--- config.mk ---
export PLATFORM = sky130hd
export DESIGN_NAME = if_trace_tracker
export DESIGN_NICKNAME = d
export VERILOG_FILES = /design/src/rtl/if_trace_tracker_pkg.sv /design/src/rtl/if_trace_tracker_fifo.sv /design/src/rtl/if_trace_tracker.sv
export SDC_FILE = /design/constraint.sdc
export NUM_CORES = 1
export LEC_CHECK = 0
export BUFFER_PORTS_ARGS = -buffer_cell sky130_fd_sc_hd__buf_4
export CAP_MARGIN = 10
export CORE_ASPECT_RATIO = 1.5
export CORE_MARGIN = 3
export CORE_UTILIZATION = 59
export CTS_CLUSTER_DIAMETER = 30
export DETAILED_ROUTE_END_ITERATION = 12
export HOLD_SLACK_MARGIN = 0.08
export PLACE_DENSITY_LB_ADDON = 0.2
export REMOVE_ABC_BUFFERS = 1
export SYNTH_ARGS = -nofsm -noshare
export SYNTH_HDL_FRONTEND = slang
export SYNTH_SLANG_ARGS = --single-unit
export TNS_END_PERCENT = 100
--- constraint.sdc ---
create_clock -name clk -period 8.13 [get_ports clk]
set_clock_uncertainty 0.2 [all_clocks]
set_input_delay 1.2195 -clock clk [delete_from_list [all_inputs] [get_ports clk]]
set_output_delay 1.2195 -clock clk [all_outputs]
set_load 0.05 [all_outputs]
--- src/rtl/if_trace_tracker_pkg.sv ---
// rtl/if_trace_tracker_pkg.sv - ryuki defines/datatypes: trace record, FSM state enum, tracker defaults
`ifndef RYUKI_DEFINES
`define RYUKI_DEFINES
`define DATA_WIDTH 32
`define ADDR_WIDTH 32
`endif

package ryuki_datatypes;

  localparam int TRK_DEPTH    = 4;
  localparam int TRK_TS_WIDTH = 32;

  typedef struct packed {
    logic [`DATA_WIDTH-1:0]  instruction;
    logic [`ADDR_WIDTH-1:0]  addr;
    logic [TRK_TS_WIDTH-1:0] if_start;
    logic [TRK_TS_WIDTH-1:0] if_end;
  } IF_data;

  typedef struct packed {
    logic [TRK_TS_WIDTH-1:0] mem_start;
    logic [TRK_TS_WIDTH-1:0] mem_end;
  } mem_access;

  typedef struct packed {
    logic [`DATA_WIDTH-1:0]  instruction;
    logic [`ADDR_WIDTH-1:0]  addr;
    logic [TRK_TS_WIDTH-1:0] if_start;
    logic [TRK_TS_WIDTH-1:0] if_end;
    logic [TRK_TS_WIDTH-1:0] mem_start;
    logic [TRK_TS_WIDTH-1:0] mem_end;
  } trace_output;

  typedef enum logic [2:0] {
    IDLE,
    WAIT_GNT,
    WAIT_RVALID,
    WAIT_HANDOFF,
    DRAIN
  } if_trk_state_e;

endpackage

--- src/rtl/if_trace_tracker_fifo.sv ---
// rtl/if_trace_tracker_fifo.sv - trace_fifo: record queue accepting push+pop in the same cycle when full
module trace_fifo
  import ryuki_datatypes::*;
#(
  parameter int DEPTH = TRK_DEPTH
) (
  input  logic        clk,
  input  logic        rst,
  input  logic        push,
  input  trace_output push_data,
  input  logic        pop,
  output trace_output pop_data,
  output logic        full,
  output logic        empty
);

  localparam int AW = $clog2(DEPTH);
  localparam logic [AW:0] FULL_CNT = (AW+1)'(DEPTH);

  trace_output mem [DEPTH];
  logic [AW-1:0] rptr;
  logic [AW-1:0] wptr;
  logic [AW:0]   count;
  logic          wr;
  logic          rd;

  assign full  = (count == FULL_CNT);
  assign empty = (count == '0);
  // A pop frees the head slot this cycle, so a full queue may still take a write.
  assign wr = push & (~full | pop);
  assign rd = pop & ~empty;
  // Head is forced to zero while empty so the output reads all-zero after reset.
  assign pop_data = empty ? '0 : mem[rptr];

  // Storage write; contents only become visible through the count-gated head.
  always_ff @(posedge clk) begin
    if (wr) begin
      mem[wptr] <= push_data;
    end
  end

  // Pointer and occupancy bookkeeping.
  always_ff @(posedge clk or posedge rst) begin
    if (rst) begin
      rptr  <= '0;
      wptr  <= '0;
      count <= '0;
    end else begin
      if (wr) begin
        wptr <= wptr + 1'b1;
      end
      if (rd) begin
        rptr <= rptr + 1'b1;
      end
      case ({wr, rd})
        2'b10:   count <= count + 1'b1;
        2'b01:   count <= count - 1'b1;
        default: count <= count;
      endcase
    end
  end

endmodule

--- src/rtl/if_trace_tracker.sv ---
// rtl/if_trace_tracker.sv - builds per-instruction fetch trace records; IF_TRACE_DROP_COUNT_EN adds dropped_count_o
module if_trace_tracker
  import ryuki_datatypes::*;
#(
  parameter int DEPTH    = TRK_DEPTH,
  parameter int TS_WIDTH = TRK_TS_WIDTH
) (
  input  logic                   clk,
  input  logic                   rst,
  input  logic                   instr_req_i,
  input  logic                   instr_gnt_i,
  input  logic [`ADDR_WIDTH-1:0] instr_addr_i,
  input  logic                   instr_rvalid_i,
  input  logic [`DATA_WIDTH-1:0] instr_rdata_i,
  input  logic                   if_valid_i,
  input  logic                   id_ready_i,
  input  logic                   flush_i,
  output trace_output            trace_o,
  output logic                   trace_valid_o,
  input  logic                   trace_ready_i,
`ifdef IF_TRACE_DROP_COUNT_EN
  output logic [15:0]            dropped_count_o,
`endif
  output logic                   overflow_o
);

  logic [TS_WIDTH-1:0] cnt;
  if_trk_state_e       state;
  if_trk_state_e       state_n;
  trace_output         cap;
  trace_output         cap_n;
  trace_output         push_rec;
  logic                push;
  logic                start;
  logic                handoff;
  logic                pop;
  logic                full;
  logic                empty;
  logic                drop;

  assign handoff = if_valid_i & id_ready_i;

  // Free-running timestamp source; wraps silently.
  always_ff @(posedge clk or posedge rst) begin
    if (rst) begin
      cnt <= '0;
    end else begin
      cnt <= cnt + 1'b1;
    end
  end

  // FSM state and in-flight record capture registers.
  always_ff @(posedge clk or posedge rst) begin
    if (rst) begin
      state <= IDLE;
      cap   <= '0;
    end else begin
      state <= state_n;
      cap   <= cap_n;
    end
  end

  // Next-state, capture updates and push decision; flush overrides every other event.
  always_comb begin
    state_n         = state;
    cap_n           = cap;
    push            = 1'b0;
    start           = 1'b0;
    push_rec        = cap;
    push_rec.if_end = cnt;
    case (state)
      IDLE: begin
        if (!flush_i && instr_req_i) begin
          start = 1'b1;
        end
      end
      WAIT_GNT: begin
        if (flush_i) begin
          state_n = IDLE;
        end else if (instr_gnt_i) begin
          cap_n.addr = instr_addr_i;
          state_n    = WAIT_RVALID;
        end
      end
      WAIT_RVALID: begin
        if (flush_i) begin
          // The response still owed by memory must be swallowed unless it is arriving now.
          state_n = instr_rvalid_i ? IDLE : DRAIN;
        end else if (instr_rvalid_i) begin
          cap_n.mem_end     = cnt;
          cap_n.instruction = instr_rdata_i;
          if (handoff) begin
            push                 = 1'b1;
            push_rec.mem_end     = cnt;
            push_rec.instruction = instr_rdata_i;
            if (instr_req_i) begin
              start = 1'b1;
            end else begin
              state_n = IDLE;
            end
          end else begin
            state_n = WAIT_HANDOFF;
          end
        end
      end
      WAIT_HANDOFF: begin
        if (flush_i) begin
          state_n = IDLE;
        end else if (handoff) begin
          push = 1'b1;
          if (instr_req_i) begin
            start = 1'b1;
          end else begin
            state_n = IDLE;
          end
        end
      end
      DRAIN: begin
        if (instr_rvalid_i) begin
          state_n = IDLE;
        end
      end
      default: state_n = IDLE;
    endcase
    // New fetch capture shared by IDLE and the back-to-back paths.
    if (start) begin
      cap_n.if_start  = cnt;
      cap_n.mem_start = cnt;
      if (instr_gnt_i) begin
        cap_n.addr = instr_addr_i;
        state_n    = WAIT_RVALID;
      end else begin
        state_n = WAIT_GNT;
      end
    end
  end

  assign pop  = trace_valid_o & trace_ready_i;
  assign drop = push & full & ~pop;

  trace_fifo #(.DEPTH(DEPTH)) u_fifo (
    .clk       (clk),
    .rst       (rst),
    .push      (push),
    .push_data (push_rec),
    .pop       (pop),
    .pop_data  (trace_o),
    .full      (full),
    .empty     (empty)
  );

  assign trace_valid_o = ~empty;

  // Sticky drop indicator.
  always_ff @(posedge clk or posedge rst) begin
    if (rst) begin
      overflow_o <= 1'b0;
    end else if (drop) begin
      overflow_o <= 1'b1;
    end
  end

`ifdef IF_TRACE_DROP_COUNT_EN
  // Saturating drop counter.
  always_ff @(posedge clk or posedge rst) begin
    if (rst) begin
      dropped_count_o <= '0;
    end else if (drop && dropped_count_o != 16'hFFFF) begin
      dropped_count_o <= dropped_count_o + 1'b1;
    end
  end
`endif

endmodule

==> key figures, run 1 <==
Outcome
  – Status: completed

Power
  – Power Internal: 10.0 mW
  – Comb pwr share: 0.334
  – P_leak: 14.4 nW
  – Power share of the clock group: 0.344
  – Flop pwr share: 0.321
  – Sw Ratio: 0.353
  – Peak supply drop: 0.000395 V
  – Pwr dens: 401 nW/um2
  – Net Sw Power: 5.46 mW

Global route
  – Largest net degree at the start of global routing: 161
  – Gr ovfl total: 0
  – Global-route wire length before repair: 99700 um
  – Vias in the first global route: 17300
  – Initial antenna violation count: 0
  – Tot GR Track Use: 0.229

Routing
  – DRC errors left: 0
  – DRT iter0 DRCs: 892
  – Met2 routed WL: 34900 um
  – Via/cell ratio: 5.81
  – Metal-1 WL: 24600 um
  – DR top layer: met4
  – Post-route ant nets: 0
  – Final wirelength: 63900 um
  – WL/cell: 24.1 um
  – Via count: 15400
  – First-pass DRT Iterations: 5
  – Met3 WL post-DR: 2990 um

STA
  – Final setup viols: 0
  – Final worst-path cycle share: 0.590
  – Rel. slew slack: 0.173
  – Final Hold Fails: 0
  – Fin crit period: 4.79 ns
  – Highest clock rate: 0.209 GHz
  – Worst-Margin Slew: 1.24 ns
  – Slew Viols, Final: 0
  – RSZ-0062 raised after global routing: no
  – Setup ws final: 3.34 ns
  – Hold WS: 0.269 ns

Synth
  – Synth top cells by count: 640 x edfxtp_1, 189 x mux2_2, 171 x dfrtp_1
  – Cell area after synthesis: 31900 um2
  – Main combinational cell family by area after synthesis: multiplexers
  – Netlist cell types: 41
  – Area leader, netlist: edfxtp_1
  – Main synth FF type: edfxtp_1
  – Area contributors post-synth: edfxtp_1 60%, dfrtp_1 13%, mux4_2 11%, mux2_2 6.7%, and2_1 3.3%
  – Mux cell area share after synthesis: 0.182
  – Seq/Total Area, Yosys: 0.738
  – Complex-gate fraction of the synthesized area: 0.00122
  – Asr flop ratio synth: 0.211
  – Simple-Gate Fraction of Synth Area: 0.0461
  – Synth Instances: 1576
  – Synth top area share: 0.603
  – Most frequent cell after synthesis: edfxtp_1
  – Ys Warns: 0
  – Post-synth EDFFs: 640
  – Synthesized-area fraction occupied by adder cells: 0.00298
  – Seq cells post-synth: 811
  – Syn_area_per_cell: 20.2 um2
  – XOR/XNOR share of the synthesized area: 0.00990

Critical path
  – Crit path required time: 6.71 ns
  – Worst setup EP type: output port
  – R2R cell count: 6
  – Worst path cell trace: buf_12 -> mux4_2 -> and2_1 -> buf_4
  – WS Path Type: flip-flop to output port
  – R2r setup slk: 4.54 ns
  – Crit path max fanout: 99
  – Critical Path Max Stage Delay: 0.90 ns
  – Startpoint Class: flip-flop
  – Slowest-stage cell, CP: dfrtp_4
  – Arr. time, crit path: 3.37 ns

Clocking
  – CTS tree: yes
  – Post-CTS Setup Bufs: 0
  – Clock Pin Slew Worst Setup and Hold Paths: 0.05 ns
  – Hold_buf cts: 0
  – Clk root buf: clkbuf_16
  – Num CTS Buffers: 119
  – # clock sinks: 811
  – H-tree lvl count: 3
  – Max Root-Sink Buffers: 3
  – Worst skew pair latency: 0.65 ns
  – Post-CTS sizing: 0

Place
  – Post-place setup slack: 3.70 ns
  – Area after DPL: 34300 um2
  – Placer Congestion: 0.725
  – Placed Instances: 2427
  – HPWL Detailed: 33700 um
  – I/O Buffers: 266

Floorplan
  – DIE AREA: 56900 um2
  – Site Rows: 103
  – Core ar.: 53000 um2
  – Initial core utilization: 0.601
  – Num ports: 267
  – Die Height: 291 um
  – Die Span X: 196 um

Finish
  – Multi-input gate area: 7740 um2
  – Final design utilization: 0.728
  – Post-route insts no fill: 2654
  – Area Growth Syn to Fin: 21.1%
  – FF/Latch Area: 23500 um2
  – Fill count: 3081
  – Layout cells sized above 1: 0.433
  – Design area: 38600 um2
  – Inserted Diodes: 0
  – Layout net count: 1946

Worst hold path
  – Hold crit path type: flip-flop to flip-flop
  – Hold path cells: 1

Job
  – Max Cap Viol: 0
-- state kept, by name, summed over array words and instances, names as in the netlist, named ones only --
signal,count
u_fifo.rptr,2
overflow_o,1
u_fifo.count,3
state,3
u_fifo.mem,640
cap,97
u_fifo.wptr,2
cnt,32
-- cell type report --
type / count / area share
tap: 682 / 0.0221
clock buffer: 137 / 0.0811
clock inverter: 90 / 0.0295
sequential: 811 / 0.609
timing repair buffer: 280 / 0.0561
multi-input combinational: 643 / 0.201
inverter: 11 / 0.00126
-- worst max-delay path: cells and delay by family (launching register included) --
family | cells | cell delay, ns
buffers and inverters | 2 | 0.92
AND/OR/NAND/NOR | 1 | 0.20
multiplexers | 1 | 0.64
flip-flops | 1 | 0.90
-- through the flow --
stage | TNS (ns) | power [mW]
3_5_place_dp | 0 | 10.3
3_3_place_gp | 0 | 10.3
2_1_floorplan | -116.90 | 9.10
6_report | 0 | 15.5
5_1_grt | 0 | 16.0
4_1_cts | 0 | 15.7
-- cell families (layout without fill, tap and decap cells) --
kind of cell	after synthesis	in the layout
compound gates	6	6
xor+xnor	36	36
fa+ha+maj	7	7
buf+inv	122	518
flops	811	811
mux	355	355
simple gates	239	239
-- worst paths after layout --
path,startpoint,endpoint
min in group asynchronous,rst,cap[170]$_DFFE_PP0P_
max reg2reg,state[0]$_DFFE_PP0P_,u_fifo.mem[3][70]$_DFFE_PP_
max in group asynchronous,rst,cnt[20]$_DFF_PP0_
max,u_fifo.rptr[0]$_DFFE_PP0P_,trace_o[59]
min,overflow_o$_DFFE_PP0P_,overflow_o$_DFFE_PP0P_
min reg2reg,overflow_o$_DFFE_PP0P_,overflow_o$_DFFE_PP0P_
-- cell usage in the layout, fill, tap and decap left out, drive strengths merged, types with 19 or more instances in the layout --
cell type,synthesis,routed
clkinv,0,33
buf,73,280
mux4,160,160
inv,11,33
bufinv,0,19
dfrtp,171,171
clkbuf,38,137
and2,166,166
mux2,194,194
edfxtp,640,640
xnor2,20,20
-- per-layer routing --
metal	GRT usage	vias to the layer above
met5	0	-
met3	0.0402	81
met2	0.407	421
li1	-	6737
met4	0.0760	0
met1	0.285	8170
-- power by group through the flow --
stage	Sequential [mW]	Combinational [mW]	Clock [mW]
3_5_place_dp	5.07	5.23	0
5_1_grt	5.01	5.43	5.60
2_1_floorplan	5.19	3.92	0
3_3_place_gp	5.04	5.21	0
6_report	4.98	5.18	5.33
4_1_cts	4.99	5.26	5.41
(Power assumes the default switching activity.)
==> run 2, diff against run 1 <==
--- a/config.mk
+++ b/config.mk
@@ -5,11 +5,12 @@
 export SDC_FILE = /design/constraint.sdc
 export NUM_CORES = 1
 export LEC_CHECK = 0
+export ABC_AREA = 1
 export BUFFER_PORTS_ARGS = -buffer_cell sky130_fd_sc_hd__buf_4
 export CAP_MARGIN = 10
 export CORE_ASPECT_RATIO = 1.5
 export CORE_MARGIN = 3
-export CORE_UTILIZATION = 59
+export CORE_UTILIZATION = 60
 export CTS_CLUSTER_DIAMETER = 30
 export DETAILED_ROUTE_END_ITERATION = 12
 export HOLD_SLACK_MARGIN = 0.08
==> constraint.sdc (replaced) <==
create_clock -name clk -period 4.9 [get_ports clk]
set_clock_uncertainty 0.2 [all_clocks]
set_input_delay 0.735 -clock clk [delete_from_list [all_inputs] [get_ports clk]]
set_output_delay 0.735 -clock clk [all_outputs]
set_load 0.05 [all_outputs]
==> key figures, run 2 <==
Critical path
  – Arr. time, crit path: 3.03 ns (-0.34 ns)
  – Crit path required time: 3.96 ns (-2.75 ns)
  – Startpoint Class: flip-flop
  – Crit path max fanout: 133 (+34%)
  – Worst setup EP type: output port
  – WS Path Type: flip-flop to output port

Floorplan
  – Core ar.: 54900 um2 (+3.7%)
  – Die Height: 295 um (+1.5%)
  – Initial core utilization: 0.608 (+0.00635)
  – Site Rows: 105 (+1.9%)
  – Die Span X: 199 um (+1.5%)
  – Num ports: 267 (unchanged)
  – DIE AREA: 58600 um2 (+2.9%)

Finish
  – Fill count: 3744 (+22%)
  – Design area: 39600 um2 (+2.6%)
  – Area Growth Syn to Fin: 18.6%
  – Layout net count: 3330 (+71%)
  – Reg with most FFs: u_fifo.mem
  – Largest registers: u_fifo.mem x640, cap x97, cnt x32
  – Max FFs per register: 640 (unchanged)
  – Most frequent cells in the layout: 709 x nor2_1, 640 x edfxtp_1, 424 x nand2_1, 421 x o21ai_0, 290 x buf_4
  – Final design utilization: 0.721 (-0.00771)
  – Most common cell after layout, fill and taps aside: nor2_1
  – Layout cells sized above 1: 0.160 (-0.273)
  – Inserted Diodes: 0 (unchanged)

Routing
  – Post-route ant nets: 0 (unchanged)
  – Via/cell ratio: 5.81 (about the same)
  – DRT iter0 DRCs: 1822 (+100%)
  – DRC errors left: 0 (unchanged)
  – Final wirelength: 83200 um (+30%)
  – First-pass DRT Iterations: 8 (+3)
  – WL/cell: 20.6 um (-14%)
  – Via count: 23500 (+52%)
  – Metal-1 WL: 31900 um (+30%)
  – DR top layer: met4
  – Met2 routed WL: 43300 um (+24%)
  – Met3 WL post-DR: 5790 um (+93%)

Synth
  – Netlist cell types: 34 (-17%)
  – Asr flop ratio synth: 0.211 (unchanged)
  – Ys Warns: 0 (unchanged)
  – Seq/Total Area, Yosys: 0.704 (-0.0336)
  – Synth top cells by count: 713 x nor2_1, 640 x edfxtp_1, 425 x nand2_1
  – Area leader, netlist: edfxtp_1
  – Cell area after synthesis: 33400 um2 (+4.8%)
  – Main synth FF type: edfxtp_1
  – Seq cells post-synth: 811 (unchanged)
  – Post-synth EDFFs: 640 (unchanged)
  – Synth top area share: 0.576 (-0.0275)
  – Area contributors post-synth: edfxtp_1 58%, dfrtp_1 13%, nor2_1 8.0%, o21ai_0 6.3%, nand2_1 4.8%
  – Most frequent cell after synthesis: nor2_1
  – Syn_area_per_cell: 11.0 um2 (-46%)
  – Synth Instances: 3041 (+93%)

Power
  – Pwr dens: 732 nW/um2 (+82%)
  – Peak supply drop: 0.000647 V (+64%)
  – Final Power: 29.0 mW (+87%)
  – Power Internal: 16.4 mW (+63%)
  – Comb pwr share: 0.422 (+0.088)
  – Power share of the clock group: 0.276 (-0.068)
  – Flop pwr share: 0.302 (-0.019)
  – Sw Ratio: 0.435 (+0.0828)
  – Net Sw Power: 12.6 mW (+130%)
  – P_leak: 15.7 nW (+8.9%)

STA
  – Highest clock rate: 0.252 GHz
  – Rel. slew slack: 0.211 (+0.0374)
  – Slew Viols, Final: 0 (unchanged)
  – Hold WS: 0.163 ns (-0.106 ns)
  – Worst-Margin Slew: 1.18 ns (-0.0561 ns)
  – Setup ws final: 0.930 ns (-2.41 ns)
  – Final Hold Fails: 0 (unchanged)
  – Final setup viols: 0 (unchanged)
  – Final worst-path cycle share: 0.810
  – RSZ-0062 raised after global routing: no
  – Fin crit period: 3.97 ns

Place
  – HPWL Detailed: 46800 um (+39%)
  – Placer Congestion: 0.814 (+12%)
  – Area after DPL: 35800 um2 (+4.2%)
  – I/O Buffers: 266 (unchanged)
  – Post-place setup slack: 1.41 ns (-2.29 ns)

Global route
  – Initial antenna violation count: 0 (unchanged)
  – Largest net degree at the start of global routing: 187 (+16%)
  – Gr ovfl total: 0 (unchanged)
  – Vias in the first global route: 23900 (+38%)
  – Global-route wire length before repair: 128000 um (+29%)
  – Tot GR Track Use: 0.283 (+0.0540)

Clocking
  – Clk root buf: clkbuf_16
  – CTS tree: yes
  – Clock Pin Slew Worst Setup and Hold Paths: 0.06 ns (about the same)
  – Num CTS Buffers: 109 (-8.4%)
  – Worst skew pair latency: 0.65 ns (about the same)
  – # clock sinks: 811 (unchanged)
  – H-tree lvl count: 3 (unchanged)
  – Max Root-Sink Buffers: 3 (unchanged)

Outcome
  – Status: completed

Worst hold path
  – Hold crit path type: primary input to flip-flop

Job
  – Max Cap Viol: 0 (unchanged)
run 2: changes by cell type after synthesis, sizes merged, moves of 16 or more:
cell and change:
nand3 +16, mux4 -160, mux2 -194, o21ai +438
clkbuf +51, nor2 +699, and2 -165, inv +105
a21oi +195, buf +46, o22ai +31, nand2 +416
run 2: critical path, cell delays in order (launching register included):
cell and delay, ns:
dfrtp_4 0.53, inv_8 0.52, buf_4 0.48, o21ai_0 0.19, a21oi_1 0.32, buf_4 0.26
run 2: routing by layer:
metal / global-route usage / vias to the layer above
met4: 0.111 / 0
met5: 0 / -
li1: - / 10800
met3: 0.0448 / 169
met2: 0.498 / 981
met1: 0.351 / 11500
run 2: timing repair:
action                    in CTS  in global routing
hold endpoints to repair      78                  0
resized for setup              0                  0
buffers inserted               0                  0
hold buffers                   1                  0
run 2: logic make-up (layout without fill, tap and decap cells):
| group | Yosys count | after routing | synth area share |
|---|---|---|---|
| adder cells (fa/ha/maj) | 7 | 7 | 0.00285 |
| AND/OR/NAND/NOR | 1195 | 1195 | 0.138 |
| flip-flops | 811 | 811 | 0.704 |
| AO/OA/AOI/OAI | 669 | 669 | 0.102 |
| buffers and inverters | 325 | 631 | 0.0442 |
| XOR/XNOR | 34 | 34 | 0.00892 |
run 2: path summary, 6_finish.rpt:
check | slack [ns] | endpoint | cells past startpoint | from
max | 0.93 | trace_o[62] | 5 | u_fifo.rptr[0]$_DFFE_PP0P_
max in group asynchronous | 2.88 | cnt[7]$_DFF_PP0_ | 4 | rst
max reg2reg | 1.80 | u_fifo.mem[0][166]$_DFFE_PP_ | 8 | state[2]$_DFFE_PP0P_
min | 0.16 | cap[160]$_DFFE_PP0P_ | 3 | instr_rdata_i[0]
min reg2reg | 0.27 | overflow_o$_DFFE_PP0P_ | 1 | overflow_o$_DFFE_PP0P_
min in group asynchronous | 0.63 | async pin | 3 | rst
run 2: final cells by class:
cell class                      count  area [um2]  share of cell area
Inverter                          117         464              0.0117
Clock buffer                      125        2940              0.0742
Tap cell                          695         870              0.0220
Sequential cell                   811       23500               0.594
Timing Repair Buffer              306        2490              0.0628
Clock inverter                     83         876              0.0221
Multi-Input combinational cell   1905        8440               0.213
run 2: stage by stage:
step,std cells,TNS (ns)
finish,4042,0
global route,4042,0
CTS,4042,0
detailed placement,3833,0
global placement,3833,0
floorplan,2833,-4200.52
run 2: power groups by stage:
stage | logic [mW] | registers (mW) | clock network (mW)
after global routing | 13.1 | 8.83 | 8.39
after floorplan | 8.13 | 9.13 | 0
after detailed placement | 12.2 | 8.89 | 0
final | 12.2 | 8.76 | 7.99
after CTS | 12.3 | 8.76 | 8.08
after global placement | 12.0 | 8.84 | 0
==> run 3, diff against run 2 <==
==> constraint.sdc (replaced) <==
create_clock -name clk -period 3.7 [get_ports clk]
set_clock_uncertainty 0.2 [all_clocks]
set_input_delay 0.555 -clock clk [delete_from_list [all_inputs] [get_ports clk]]
set_output_delay 0.555 -clock clk [all_outputs]
set_load 0.05 [all_outputs]
==> key figures, run 3 (synthesized netlist as in run 2, its figures left out) <==
STA
  – Final worst-path cycle share: 0.967
  – Highest clock rate: 0.279 GHz
  – Worst-Margin Slew: 1.01 ns (-0.174 ns)
  – Slew Viols, Final: 0 (unchanged)
  – Final setup viols: 0 (unchanged)
  – Fin crit period: 3.58 ns
  – Final Hold Fails: 0 (unchanged)
  – Setup ws final: 0.121 ns (-0.809 ns)
  – Rel. slew slack: 0.326 (+0.115)
  – RSZ-0062 raised after global routing: yes
  – Hold WS: 0.202 ns (+0.0381 ns)
  – Setup tns final: 0 ns (unchanged)

Clocking
  – # clock sinks: 811 (unchanged)
  – Clock Pin Slew Worst Setup and Hold Paths: 0.06 ns (about the same)
  – Post-CTS Setup Bufs: 0 (unchanged)
  – Max Root-Sink Buffers: 3 (unchanged)
  – Clk root buf: clkbuf_16
  – Worst skew pair latency: 0.65 ns (about the same)
  – CTS tree: yes
  – H-tree lvl count: 3 (unchanged)
  – Num CTS Buffers: 114 (+4.6%)

Place
  – HPWL Detailed: 45700 um (-2.4%)
  – Placer Congestion: 0.793 (-2.6%)
  – I/O Buffers: 266 (unchanged)
  – Post-place setup slack: 0.706 ns (-0.705 ns)

Global route
  – Gr ovfl total: 0 (unchanged)
  – Largest net degree at the start of global routing: 145 (-22%)
  – Initial antenna violation count: 0 (unchanged)
  – Vias in the first global route: 23900 (-0.054%)
  – Tot GR Track Use: 0.278 (-0.00488)
  – Global-route wire length before repair: 127000 um (-1.1%)

Worst hold path
  – Hold crit path type: primary input to flip-flop

Critical path
  – R2r setup slk: 0.97 ns (-0.83 ns)
  – WS Path Type: flip-flop to output port
  – Startpoint Class: flip-flop
  – Crit path required time: 2.94 ns (-1.02 ns)
  – Worst setup EP type: output port
  – Crit path max fanout: 71 (-47%)
  – Arr. time, crit path: 2.82 ns (-0.21 ns)

Finish
  – Inserted Diodes: 0 (unchanged)
  – Reg with most FFs: u_fifo.mem
  – Fill count: 3629 (-3.1%)
  – Multi-input gate area: 8450 um2 (about the same)
  – Most common cell after layout, fill and taps aside: nor2_1
  – Most frequent cells in the layout: 709 x nor2_1, 640 x edfxtp_1, 424 x nand2_1, 421 x o21ai_0, 283 x buf_4
  – Largest registers: u_fifo.mem x640, cap x97, cnt x32
  – FF/Latch Area: 23500 um2 (unchanged)
  – Area Growth Syn to Fin: 21.2%
  – Max FFs per register: 640 (unchanged)
  – Layout cells sized above 1: 0.159 (-0.00124)
  – Layout net count: 3399 (+2.1%)

Routing
  – DRT iter0 DRCs: 2005 (+10%)
  – Via/cell ratio: 5.71 (-1.7%)
  – Final wirelength: 81700 um (-1.9%)
  – Via count: 23500 (+0.0043%)
  – WL/cell: 19.9 um (-3.6%)
  – DRC errors left: 0 (unchanged)
  – Post-route ant nets: 0 (unchanged)
  – First-pass DRT Iterations: 5 (-3)

Power
  – P_leak: 16.1 nW (+2.3%)
  – Pwr dens: 962 nW/um2 (+31%)
  – Peak supply drop: 0.000759 V (+17%)

Floorplan
  – Initial core utilization: 0.608 (unchanged)
  – Die Height: 295 um (unchanged)
  – Die Span X: 199 um (unchanged)
  – Core ar.: 54900 um2 (unchanged)
  – Site Rows: 105 (unchanged)
  – Num ports: 267 (unchanged)
  – DIE AREA: 58600 um2 (unchanged)

Job
  – Max Cap Viol: 0 (unchanged)

Outcome
  – Status: completed
==> run 3: cell types whose count changed in the layout (fill, tap and decap cells not counted), sizes merged <==
cell         previous run  this run
buf                   305       304
bufinv                  7        11
clkbuf                125       131
clkinvlp               10        11
dlygate4sd3             1        66
inv                   149       144
==> run 3: layout make-up <==
type / count / area share
clock buffer: 131 / 0.0749
clock inverter: 83 / 0.0229
inverter: 117 / 0.0115
multi-input combinational: 1905 / 0.209
sequential: 811 / 0.581
tap: 695 / 0.0215
timing repair buffer: 370 / 0.0791
==> run 3: path summary, 6_finish.rpt <==
path / from / end / depth (start not counted)
setup reg to reg: state[2]$_DFFE_PP0P_ / u_fifo.mem[0][187]$_DFFE_PP_ / 8
setup / recovery: u_fifo.rptr[0]$_DFFE_PP0P_ / trace_o[37] / 5
min in group asynchronous: rst / async pin / 3
hold reg to reg: overflow_o$_DFFE_PP0P_ / overflow_o$_DFFE_PP0P_ / 1
max in group asynchronous: rst / cap[182]$_DFFE_PP0P_ / 4
hold / removal: instr_req_i / state[2]$_DFFE_PP0P_ / 5
==> run 3: where the power goes <==
| part | internal [mW] | switching [mW] |
|---|---|---|
| Combinational | 4.38 | 12.0 |
| Clock | 6.77 | 4.17 |
| Sequential | 11.1 | 0.541 |
==> run 3: per-stage QoR <==
step,instances,util,area [um2],power [mW]
2_1_floorplan,2833,-,32300,21.8
3_3_place_gp,3832,0.652,35800,27.6
3_5_place_dp,3832,0.652,35800,28.0
4_1_cts,4112,0.736,40400,39.1
5_1_grt,4112,0.736,40400,40.7
6_report,4112,0.736,40400,38.9
==> run 3: critical path, stage by stage (launching register included) <==
cell and delay, ns:
dfrtp_4 0.61, inv_8 0.35, buf_12 0.32, o21ai_0 0.15, a21oi_1 0.41, buf_4 0.29
==> run 3: layer usage <==
| metal | GRT usage | routed length, um |
|---|---|---|
| met5 | 0 | 0 |
| met3 | 0.0384 | 5410 |
| met4 | 0.108 | 2260 |
| met1 | 0.349 | 31600 |
| met2 | 0.490 | 42400 |
==> run 3: timing repair <==
item,in CTS,in global routing
endpoints found under the hold margin,157,0
endpoints found under the setup margin,0,36
resized for setup,0,7
hold buffers,66,0
